--- src/rtl/qos_sched_pkg.sv ---
// ---------------------------------------------------------------------------
// qos_sched_pkg
// Shared constants, types and helpers for the QoS virtual-channel scheduler.
//   - Geometry: QUEUE_QUANTITY VCs, TABLE_SIZE arbitration entries,
//     WW-bit weights, VCW-bit VC ids, MDW-bit policy select.
//   - Policy codes RR_NORMAL / RR_PESADO / RR_ARBITRADO (code 3 acts as RR).
//   - FSM states S_IDLE / S_ACTIVE.
//   - eff_weight(): maps a configured weight to the number of pops granted.
// ---------------------------------------------------------------------------
package qos_sched_pkg;

    localparam int QUEUE_QUANTITY    = 4;
    localparam int MAX_WEIGHT        = 64;
    localparam int TABLE_SIZE        = 8;
    localparam int TIPOS_ROUND_ROBIN = 3;

    localparam int WW  = $clog2(MAX_WEIGHT);
    localparam int VCW = $clog2(QUEUE_QUANTITY);
    localparam int MDW = $clog2(TIPOS_ROUND_ROBIN);
    localparam int TIW = $clog2(TABLE_SIZE);
    localparam int GCW = 8;

    localparam logic [MDW-1:0] RR_NORMAL    = 2'd0;
    localparam logic [MDW-1:0] RR_PESADO    = 2'd1;
    localparam logic [MDW-1:0] RR_ARBITRADO = 2'd2;

    typedef enum logic [0:0] {
        S_IDLE   = 1'b0,
        S_ACTIVE = 1'b1
    } sched_state_e;

    // A configured weight of zero still grants one pop per visit.
    function automatic logic [WW-1:0] eff_weight(input logic [WW-1:0] w);
        logic [WW-1:0] r;
        if (w == {WW{1'b0}}) begin
            r = {{(WW-1){1'b0}}, 1'b1};
        end else begin
            r = w;
        end
        return r;
    endfunction

endpackage

--- src/rtl/qos_rr_next.sv ---
// ---------------------------------------------------------------------------
// qos_rr_next
// Combinational search for the next non-empty VC in cyclic order after
// i_start. i_start itself is the last candidate, so a lone non-empty VC is
// selected again. o_none is set when every VC is empty (o_next = i_start).
//   i_empty [QUEUE_QUANTITY]  empty flags of the VC FIFOs
//   i_start [VCW]             current VC
//   o_next  [VCW]             next VC to serve
//   o_none  1                 no VC holds data
// ---------------------------------------------------------------------------
module qos_rr_next
    import qos_sched_pkg::*;
(
    input  logic [QUEUE_QUANTITY-1:0] i_empty,
    input  logic [VCW-1:0]            i_start,
    output logic [VCW-1:0]            o_next,
    output logic                      o_none
);

    logic [VCW-1:0] w_idx;

    // Scan farthest to nearest so the closest non-empty VC is the one kept
    always_comb begin
        o_next = i_start;
        o_none = 1'b1;
        w_idx  = i_start;
        for (int k = QUEUE_QUANTITY; k >= 1; k--) begin
            w_idx  = i_start + VCW'(k);
            o_next = i_empty[w_idx] ? o_next : w_idx;
            o_none = o_none & i_empty[w_idx];
        end
    end

endmodule

--- src/rtl/qos_vc_scheduler.sv ---
// ---------------------------------------------------------------------------
// qos_vc_scheduler
// Chooses which VC FIFO is popped into the output FIFO each cycle using
// round-robin, weighted round-robin or table arbitration. Configuration is
// captured on `iniciar`, so the config buses may change while running.
// Optional macro QOS_SCHED_STATS_EN adds per-VC saturating grant counters.
// Ports:
//   clk, rst (sync, active-high), enb (global enable), iniciar (start pulse)
//   mem_seleccion_roundRobin  policy select
//   mem_pesos                 per-VC weights, VC0 in LSBs
//   mem_pesosArbitraje        per-entry table weights, entry 0 in LSBs
//   mem_selecciones           per-entry table VC ids, entry 0 in LSBs
//   vc_empty                  VC FIFO empty flags
//   out_full, out_almost_full output FIFO status
//   grant_count               (QOS_SCHED_STATS_EN only) 8-bit count per VC
//   vc_pop                    one-hot VC read enable
//   out_push                  output write enable, one cycle after vc_pop
//   out_sel                   VC feeding the data mux during out_push
//   idle                      nothing in flight
// ---------------------------------------------------------------------------
module qos_vc_scheduler
    import qos_sched_pkg::*;
(
    input  logic                          clk,
    input  logic                          rst,
    input  logic                          enb,
    input  logic                          iniciar,
    input  logic [MDW-1:0]                mem_seleccion_roundRobin,
    input  logic [QUEUE_QUANTITY*WW-1:0]  mem_pesos,
    input  logic [TABLE_SIZE*WW-1:0]      mem_pesosArbitraje,
    input  logic [TABLE_SIZE*VCW-1:0]     mem_selecciones,
    input  logic [QUEUE_QUANTITY-1:0]     vc_empty,
    input  logic                          out_full,
    input  logic                          out_almost_full,
`ifdef QOS_SCHED_STATS_EN
    output logic [QUEUE_QUANTITY*GCW-1:0] grant_count,
`endif
    output logic [QUEUE_QUANTITY-1:0]     vc_pop,
    output logic                          out_push,
    output logic [VCW-1:0]                out_sel,
    output logic                          idle
);

    sched_state_e                r_state;
    logic [MDW-1:0]              r_mode;
    logic [QUEUE_QUANTITY*WW-1:0] r_pesos;
    logic [TABLE_SIZE*WW-1:0]    r_pesos_arb;
    logic [TABLE_SIZE*VCW-1:0]   r_sel;
    logic [VCW-1:0]              r_cur_vc;
    logic [TIW-1:0]              r_tbl_idx;
    logic [WW-1:0]               r_credit;
    logic                        r_push;
    logic [VCW-1:0]              r_out_sel;

    logic                        w_active;
    logic                        w_is_table;
    logic                        w_is_weighted;
    logic [VCW-1:0]              w_target;
    logic                        w_target_empty;
    logic                        w_pop;
    logic                        w_advance;
    logic [VCW-1:0]              w_next_vc;
    logic                        w_none;
    logic [TIW-1:0]              w_next_tbl;
    logic [WW-1:0]               w_next_vc_credit;
    logic [WW-1:0]               w_next_tbl_credit;
    logic [WW-1:0]               w_init_credit;

    assign w_active       = (r_state == S_ACTIVE);
    assign w_is_table     = (r_mode == RR_ARBITRADO);
    assign w_is_weighted  = (r_mode == RR_PESADO);
    assign w_target       = w_is_table ? r_sel[r_tbl_idx*VCW +: VCW] : r_cur_vc;
    assign w_target_empty = vc_empty[w_target];

    // A pending push into a one-slot-free output FIFO would fill it, so hold off.
    assign w_pop = w_active & enb & ~w_target_empty & ~out_full
                 & ~(r_push & out_almost_full);

    // Leave the target once its credit is spent or it has nothing to give;
    // a blocked but non-empty target keeps both its credit and its turn.
    assign w_advance = w_active & enb
                     & (w_target_empty | (w_pop & (r_credit == WW'(1))));

    assign w_next_tbl        = r_tbl_idx + TIW'(1);
    assign w_next_vc_credit  = w_is_weighted ? eff_weight(r_pesos[w_next_vc*WW +: WW]) : WW'(1);
    assign w_next_tbl_credit = eff_weight(r_pesos_arb[w_next_tbl*WW +: WW]);

    qos_rr_next u_rr_next (
        .i_empty (vc_empty),
        .i_start (r_cur_vc),
        .o_next  (w_next_vc),
        .o_none  (w_none)
    );

    // Credit of the first target, taken straight from the buses being captured
    always_comb begin
        case (mem_seleccion_roundRobin)
            RR_NORMAL:    w_init_credit = WW'(1);
            RR_PESADO:    w_init_credit = eff_weight(mem_pesos[WW-1:0]);
            RR_ARBITRADO: w_init_credit = eff_weight(mem_pesosArbitraje[WW-1:0]);
            default:      w_init_credit = WW'(1);
        endcase
    end

    // One-hot read enable for the current target
    always_comb begin
        vc_pop = {QUEUE_QUANTITY{1'b0}};
        if (w_pop) begin
            vc_pop[w_target] = 1'b1;
        end else begin
            vc_pop = {QUEUE_QUANTITY{1'b0}};
        end
    end

    assign out_push = r_push & enb;
    assign out_sel  = r_out_sel;
    assign idle     = ~w_active | (&vc_empty & ~out_push);

    // Scheduler FSM: snapshot, pointer/credit bookkeeping and push pipeline
    always_ff @(posedge clk) begin
        if (rst) begin
            r_state     <= S_IDLE;
            r_mode      <= RR_NORMAL;
            r_pesos     <= {(QUEUE_QUANTITY*WW){1'b0}};
            r_pesos_arb <= {(TABLE_SIZE*WW){1'b0}};
            r_sel       <= {(TABLE_SIZE*VCW){1'b0}};
            r_cur_vc    <= {VCW{1'b0}};
            r_tbl_idx   <= {TIW{1'b0}};
            r_credit    <= {WW{1'b0}};
            r_push      <= 1'b0;
            r_out_sel   <= {VCW{1'b0}};
        end else if (enb) begin
            r_push <= w_pop;
            if (w_pop) begin
                r_out_sel <= w_target;
            end
            if (iniciar) begin
                r_state     <= S_ACTIVE;
                r_mode      <= mem_seleccion_roundRobin;
                r_pesos     <= mem_pesos;
                r_pesos_arb <= mem_pesosArbitraje;
                r_sel       <= mem_selecciones;
                r_cur_vc    <= {VCW{1'b0}};
                r_tbl_idx   <= {TIW{1'b0}};
                r_credit    <= w_init_credit;
            end else if (w_active) begin
                if (w_is_table) begin
                    if (w_advance) begin
                        r_tbl_idx <= w_next_tbl;
                        r_credit  <= w_next_tbl_credit;
                    end else if (w_pop) begin
                        r_credit <= r_credit - WW'(1);
                    end
                end else begin
                    // With every VC empty there is nowhere to go: stay put.
                    if (w_advance & ~w_none) begin
                        r_cur_vc <= w_next_vc;
                        r_credit <= w_next_vc_credit;
                    end else if (w_pop) begin
                        r_credit <= r_credit - WW'(1);
                    end
                end
            end
        end
    end

`ifdef QOS_SCHED_STATS_EN
    logic [QUEUE_QUANTITY*GCW-1:0] r_grant;

    // Per-VC saturating grant counters, cleared on a new start
    always_ff @(posedge clk) begin
        if (rst) begin
            r_grant <= {(QUEUE_QUANTITY*GCW){1'b0}};
        end else if (enb) begin
            if (iniciar) begin
                r_grant <= {(QUEUE_QUANTITY*GCW){1'b0}};
            end else begin
                for (int v = 0; v < QUEUE_QUANTITY; v++) begin
                    if (vc_pop[v] && (r_grant[v*GCW +: GCW] != {GCW{1'b1}})) begin
                        r_grant[v*GCW +: GCW] <= r_grant[v*GCW +: GCW] + GCW'(1);
                    end
                end
            end
        end
    end

    assign grant_count = r_grant;
`endif

endmodule
--- config.mk ---
export PLATFORM = sky130hd
export DESIGN_NAME = qos_vc_scheduler
export DESIGN_NICKNAME = d
export VERILOG_FILES = /design/src/rtl/qos_sched_pkg.sv /design/src/rtl/qos_rr_next.sv /design/src/rtl/qos_vc_scheduler.sv
export SDC_FILE = /design/constraint.sdc
export NUM_CORES = 1
export LEC_CHECK = 0
export BUFFER_PORTS_ARGS = -buffer_cell sky130_fd_sc_hd__clkbuf_2
export CAP_MARGIN = 0
export CORE_ASPECT_RATIO = 0.7
export CORE_MARGIN = 2
export CORE_UTILIZATION = 61
export CTS_BUF_LIST = sky130_fd_sc_hd__clkbuf_4 sky130_fd_sc_hd__clkbuf_8
export DETAILED_ROUTE_END_ITERATION = 8
export PLACE_DENSITY = 0.9
export SYNTH_ARGS = -nofsm -noshare
export SYNTH_HDL_FRONTEND = slang
export SYNTH_HIERARCHICAL = 1
export SYNTH_SLANG_ARGS = --single-unit
--- constraint.sdc ---
create_clock -name clk -period 4.6 [get_ports clk]
set_input_delay 0.69 -clock clk [delete_from_list [all_inputs] [get_ports clk]]
set_output_delay 0.69 -clock clk [all_outputs]
set_load 0.005 [all_outputs]
# Word level (Yosys, flattened, before mapping)
# Index checks and enable logic that the tools add are counted.
# Widths: inputs -> output; s select.
[totals] reg_bits=105 input_bits=100 out_inout_bits=8 elab_cells=105
[op_classes] add_sub_neg=5 n_mul=2 magnitude_cmp=6 eq_ne=6 shift=3 muxes=37 n_bitwise=21 reduce_logical=15
[op_table] operator="$mux 6" count=11
[op_table] operator="$shiftx 48x7->6" count=1
[op_table] operator="$logic_not 6->1" count=4
[op_table] operator="$shiftx 24x6->6" count=1
[op_table] operator="$mux 2" count=8
[op_table] operator="$shiftx 16x5->2" count=1
[op_table] operator="$lt 2x3->1 const B" count=5
[op_table] operator="$and 1x1->1" count=13
[op_table] operator="$mux 3" count=4
[op_table] operator="$pmux 6 s2" count=1
[op_table] operator="$reduce_and 4->1" count=3
[op_table] operator="$bmux 1 s2" count=5
[op_table] operator="$reduce_bool 2->1" count=4
[op_table] operator="$eq 6x1->1 const B" count=1
[op_table] operator="$mux 1" count=6
[op_table] operator="$not 1->1" count=6
[op_table] operator="$reduce_and 2->1" count=3
[op_table] operator="$sub 6x1->6 const B" count=1
[op_table] operator="$mul 3x2->5 const B" count=1
[op_table] operator="$add 2x2->2 const B" count=2
[op_table] operator="$eq 2x1->1 const B" count=2
[op_table] operator="$eq 2x2->1 const B" count=2
[op_table] operator="$mul 2x2->4 const B" count=1
[op_table] operator="$mux 4" count=1
[op_table] operator="other kinds (7)" count=8

# Depth between registers and ports, before layout
[logic_depth] word_depth=16 depth_mapped=11 ltp_nobuf=10

# By module
# The synthesis kept the hierarchy.
[by_module_without_submodules] mod="qos_vc_scheduler" n_inst=1 cells_per_inst=615 area_each_um2=5139.9 seq_area_each_um2=2102.0
[by_module_without_submodules] mod="qos_rr_next" n_inst=1 cells_per_inst=12 area_each_um2=72.6 seq_area_each_um2=0.0

# Worst setup path before layout
# No wires, ideal clock.
[synth_timing] kind="input to register" start="input port vc_empty[0]" end="register r_credit[0]" setup_time_ps=91 t_arrival_ps=3004 path_slack_ps=1505 stages=10 path_buffers=1 path_cell_list="o21ai_1 > o221ai_1 > clkbuf_1 > mux4_2 > or4_1 > nor2_1 > nor3b_1 > o2111ai_1 > o311ai_1 > a311oi_1"
[synth_between] elab_chain_cells=14 word_cells_on_any_way=36 classes_between="mul (1); shift (1); mux (21); bitwise (12); reduce/logical (1)"
[synth_rtl] element="start: declaration" line="qos_vc_scheduler.sv:32" source="input logic [QUEUE_QUANTITY-1:0] vc_empty,"
[synth_rtl] element="$bmux 1 s2" line="qos_rr_next.sv:29" source="o_next = i_empty[w_idx] ? o_next : w_idx;"
[synth_rtl] element="$mux 1 (implied by the code)" line="qos_rr_next.sv:29"
[synth_rtl] element="$mux 2 (2 in series)" line="qos_rr_next.sv:29"
[synth_rtl] element="$mux 2 *" line="qos_rr_next.sv:29"
[synth_rtl] element="named net w_next_vc[0]" line="qos_vc_scheduler.sv:62" source="logic [VCW-1:0] w_next_vc;"
[synth_rtl] element="$mul 2x2->4 *" line="qos_vc_scheduler.sv:85" source="assign w_next_vc_credit = w_is_weighted ? eff_weight(r_pesos[w_next_vc*WW +: WW]) : WW'(1);"
[synth_rtl] element="$shiftx 24x6->6 *" line="qos_vc_scheduler.sv:85"
[synth_rtl] element="$logic_not 6->1" line="qos_sched_pkg.sv:35" source="if (w == {WW{1'b0}}) begin"
[synth_rtl] element="$mux 6 *" line="qos_sched_pkg.sv:35"
[synth_rtl] element="$mux 6 *" line="qos_vc_scheduler.sv:85"
[synth_rtl] element="$mux 6 *" line="qos_vc_scheduler.sv:156" source="if (w_advance & ~w_none) begin"
[synth_rtl] element="$mux 6 *" line="qos_vc_scheduler.sv:147" source="if (w_is_table) begin"
[synth_rtl] element="$mux 6 *" line="qos_vc_scheduler.sv:146" source="end else if (w_active) begin"
[synth_rtl] element="$mux 6 *" line="qos_vc_scheduler.sv:137" source="if (iniciar) begin"
[synth_rtl] element="end signal: assignment" line="qos_vc_scheduler.sv:145" source="r_credit <= w_init_credit;"
[synth_rtl] element="end signal: assignment" line="qos_vc_scheduler.sv:150" source="r_credit <= w_next_tbl_credit;"
[synth_rtl] element="end signal: assignment" line="qos_vc_scheduler.sv:158" source="r_credit <= w_next_vc_credit;"
[synth_rtl] element="end: declaration" line="qos_vc_scheduler.sv:51" source="logic [WW-1:0] r_credit;"
# Mark *: on every way through the listed nets, which the timed path passes. The rest lies on a longest branch. The select of a mux whose other input is x is not followed.
# A chain may end at the register's enable or synchronous reset.

# Final worst setup path
[layout_timing] start="register r_tbl_idx[0]" end="output port vc_pop[2]"
[layout_between] elab_chain_cells=9 word_cells_on_any_way=14 classes_between="order compare (2); shift (1); mux (6); bitwise (4); reduce/logical (1)"
[layout_rtl] element="start: declaration" line="qos_vc_scheduler.sv:50" source="logic [TIW-1:0] r_tbl_idx;"
[layout_rtl] element="start signal: assignment" line="qos_vc_scheduler.sv:128" source="r_tbl_idx <= {TIW{1'b0}};"
[layout_rtl] element="start signal: assignment" line="qos_vc_scheduler.sv:144" source="r_tbl_idx <= {TIW{1'b0}};"
[layout_rtl] element="start signal: assignment" line="qos_vc_scheduler.sv:149" source="r_tbl_idx <= w_next_tbl;"
[layout_rtl] element="$shiftx 16x5->2 *" line="qos_vc_scheduler.sv:72" source="assign w_target = w_is_table ? r_sel[r_tbl_idx*VCW +: VCW] : r_cur_vc;"
[layout_rtl] element="$mux 2 *" line="qos_vc_scheduler.sv:72"
[layout_rtl] element="$bmux 1 s2" line="qos_vc_scheduler.sv:73" source="assign w_target_empty = vc_empty[w_target];"
[layout_rtl] element="$mux 1 (implied by the code)" line="qos_vc_scheduler.sv:73"
[layout_rtl] element="$not 1->1" line="qos_vc_scheduler.sv:76" source="assign w_pop = w_active & enb & ~w_target_empty & ~out_full"
[layout_rtl] element="$and 1x1->1 (2 in series)" line="qos_vc_scheduler.sv:76"
[layout_rtl] element="$and 1x1->1" line="qos_vc_scheduler.sv:77" source="& ~(r_push & out_almost_full);"
[layout_rtl] element="$mux 4 *" line="qos_vc_scheduler.sv:108" source="if (w_pop) begin"
[layout_rtl] element="end: declaration" line="qos_vc_scheduler.sv:38" source="output logic [QUEUE_QUANTITY-1:0] vc_pop,"
# Mark *: on every way between the ends. The rest lies on a longest branch, timed or not. The select of a mux whose other input is x is not followed.

==> impl_metrics.env <==
export IMPL_crit_fanout=8
export IMPL_clkLatencyLatePin_ps=370
export IMPL_path_cells="mux4_1 > mux2_2 > o21ai_2 > nand4_2 > and2_1 > nor3_1 > clkbuf_2"
export IMPL_ant_nets=0
export IMPL_fin_crit_sh=0.8050
export IMPL_syn_cell_area_um2=5212
export IMPL_nNetsFinal=814
export IMPL_dieWidth_um=114.5
export IMPL_maxCapViolations=0
export IMPL_grt_overflow=0
export IMPL_setup_tns_ps=0
export IMPL_whs_ps=462.7
export IMPL_drv_slew=0
export IMPL_grt_pass1_wl_um=22910
export IMPL_viasPerCell=6.083
export IMPL_h_tree_depth=3
export IMPL_grt_usage=0.3197
export IMPL_async_reset_ff_frac=0
export IMPL_cts_inserted_buffers=9
export IMPL_path_buf_inv=1
export IMPL_hold_buffers=0
export IMPL_ys_flop_type="dfxtp_1"
export IMPL_yosys_register_bits=105
export IMPL_slowest_delay_ps=660
export IMPL_timing_hold_violations_final=0
export IMPL_grt_max_degree=67
export IMPL_cts_reportedPaths_clkPinSlew_ps=90
export IMPL_syn_inst=627
export IMPL_instances_no_fill=818
export IMPL_setup_viol=0
export IMPL_crit_path_end_kind="primary output"
export IMPL_cp_arrival_ps=3010
export IMPL_post_cts_resized=0
export IMPL_rsz0062_at_grt="no"
export IMPL_cts_root_buffer="clkbuf_8"
export IMPL_peakVddDrop_mv=0.2237
export IMPL_start_kind="flop"
export IMPL_final_cell_mix="195 x nand2_1, 106 x clkbuf_2, 105 x dfxtp_1"
export IMPL_initial_core_util=0.6225
export IMPL_routabilityCongestion=0.9900
export IMPL_min_path_cells=2
export IMPL_dp_hpwl_um=10630
export IMPL_status="completed"
export IMPL_core_area_um2=8373
export IMPL_synth_edff_count=0
export IMPL_synth_nets=732
export IMPL_cts_setup_buffers=0
export IMPL_dp_cells=803
export IMPL_cts_sinks=105
export IMPL_clock_path_buffers=2
export IMPL_vias=4976
export IMPL_grt_pass1_vias=4631
export IMPL_first_pass_iters=5
export IMPL_worst_path_max_delay_cell="mux4_1"
export IMPL_cp_top_family="multiplexers"
export IMPL_num_rows=28
export IMPL_finalCriticalPeriod_ps=3703
export IMPL_drt_iter0_drc=481
export IMPL_power_density_nw_per_um2=309.6
export IMPL_drt_wirelength_per_cell_um=17.33
export IMPL_cts_tree="built"
export IMPL_ios=108
export IMPL_drive_gt1_frac=0.2342
export IMPL_leakage_uw=0.002299
export IMPL_mostFrequentLayoutCell="nand2_1"
export IMPL_reg2reg_depth=9
export IMPL_drt_total_wl_um=14180
export IMPL_worstMarginPinSlew_ps=1229
export IMPL_seq_area_frac_synth=0.4033
export IMPL_syn2layout_area_growth_pct=14.64
export IMPL_diodes=0
export IMPL_syn_area_per_cell_um2=8.313
export IMPL_ys_warn_count=6
export IMPL_crit_required_ps=3910
export IMPL_drc=0
export IMPL_port_buffers=107
export IMPL_yosysUniqueCellTypes=65
export IMPL_antenna_found_initial=0
export IMPL_worstSetupPathType="flop to primary output"
export IMPL_fillers=653
export IMPL_fin_skew_ps=11.21
export IMPL_maxSlewHeadroom=0.1774
export IMPL_cp_depth=7
export IMPL_hp_class="flop to flop"
export IMPL_dieArea_um2=9312
export IMPL_die_h_um=81.34
export IMPL_max_freq_mhz=270.1
## metal layers
layer,track usage,vias to the layer above,wire [µm]
li1,-,2373,-
met1,0.4092,2303,5856
met2,0.5361,264,6546
met3,0.07388,36,1375
met4,0.1146,0,401
met5,0,-,0
## layout make-up
type	instances	area, µm²	share of cell area
timing repair buffer	115	595.6	0.09966
clock inverter	5	88.84	0.01487
sequential	105	2102	0.3518
inverter	10	37.54	0.006281
multi-input combinational	468	2889	0.4835
clock buffer	10	131.4	0.02198
tap	105	131.4	0.02198
## synthesized netlist by cell type (3+ instances only)
| master | count | area, µm² |
|---|---|---|
| mux2_4 | 3 | 45.04 |
| and2_1 | 3 | 18.77 |
| nor2b_1 | 3 | 18.77 |
| clkbuf_1 | 38 | 142.6 |
| dfxtp_1 | 105 | 2102 |
| a211oi_1 | 3 | 22.52 |
| o21ai_1 | 3 | 15.01 |
| nand4_1 | 7 | 43.79 |
| nor3b_1 | 3 | 22.52 |
| nand2b_1 | 8 | 50.05 |
| buf_2 | 3 | 15.01 |
| o21a_1 | 4 | 30.03 |
| nor3_1 | 6 | 30.03 |
| nor2_1 | 16 | 60.06 |
| nand3_1 | 6 | 30.03 |
| a22oi_1 | 6 | 45.04 |
| o21ai_0 | 11 | 55.05 |
| mux4_2 | 17 | 382.9 |
| ha_1 | 5 | 62.56 |
| mux2i_1 | 6 | 60.06 |
| mux4_1 | 3 | 78.83 |
| a21oi_1 | 100 | 500.5 |
| or4_1 | 4 | 30.03 |
| o211ai_1 | 5 | 37.54 |
| inv_1 | 9 | 33.78 |
| nand2_1 | 196 | 735.7 |
## metrics by stage
| stage | util | area, µm² | total power (µW) | worst slack, ps |
|---|---|---|---|---|
| global placement | 0.6874 | 5756 | 1219 | 1425 |
| CTS | 0.7137 | 5976 | 1852 | 897.2 |
| global route | 0.7137 | 5976 | 1922 | 782.6 |
| floorplan | - | 5213 | 1136 | 1505 |
| finish | 0.7137 | 5976 | 1850 | 897.2 |
| detailed placement | 0.6874 | 5756 | 1231 | 1227 |
## state kept, by name (all words and copies together) (netlist names)
| name | cells |
|---|---|
| r_pesos_arb | 48 |
| r_pesos | 24 |
| r_sel | 16 |
| r_credit | 6 |
| r_tbl_idx | 3 |
| out_sel | 2 |
| r_cur_vc | 2 |
| r_mode | 2 |
| r_push | 1 |
| r_state | 1 |
## final timing paths
kind / from / end / slack [ps]
min: r_pesos_arb[21] / r_pesos_arb[21] / 460
max: r_tbl_idx[0] / vc_pop[2] / 900
max reg2reg: r_tbl_idx[0] / r_credit[0] / 1220
min reg2reg: r_pesos_arb[21] / r_pesos_arb[21] / 460
## worst register-to-register path, cell delays in order, from the launching register on
cell and delay (ps):
dfxtp_1 580, buf_4 310, ha_1 620, mux4_2 610, mux2i_1 220, nand4_1 130
o211a_1 250, o2111ai_1 190, o311ai_1 140, a311oi_1 260
## power by group
part / leakage [µW] / internal [µW] / switching, µW
logic: 0.00133 / 100 / 136
clock network: 0.000112 / 317 / 318
registers: 0.000858 / 950 / 30.5
## cell families (layout without fill, tap and decap cells)
group                      count (synthesis)  in the layout  share of synthesized area
muxes                                     31             31                     0.1131
buffers and inverters                     54            140                    0.04321
and+or+nand+nor                          267            267                     0.2242
DFF                                      105            105                     0.4033
xor gates and xnor gates                   2              2                   0.003361
adders and majority gates                  5              5                    0.01200
AOI/OAI and AO/OA                        163            163                     0.2009
Note: power is estimated with default switching activity, not from simulation.
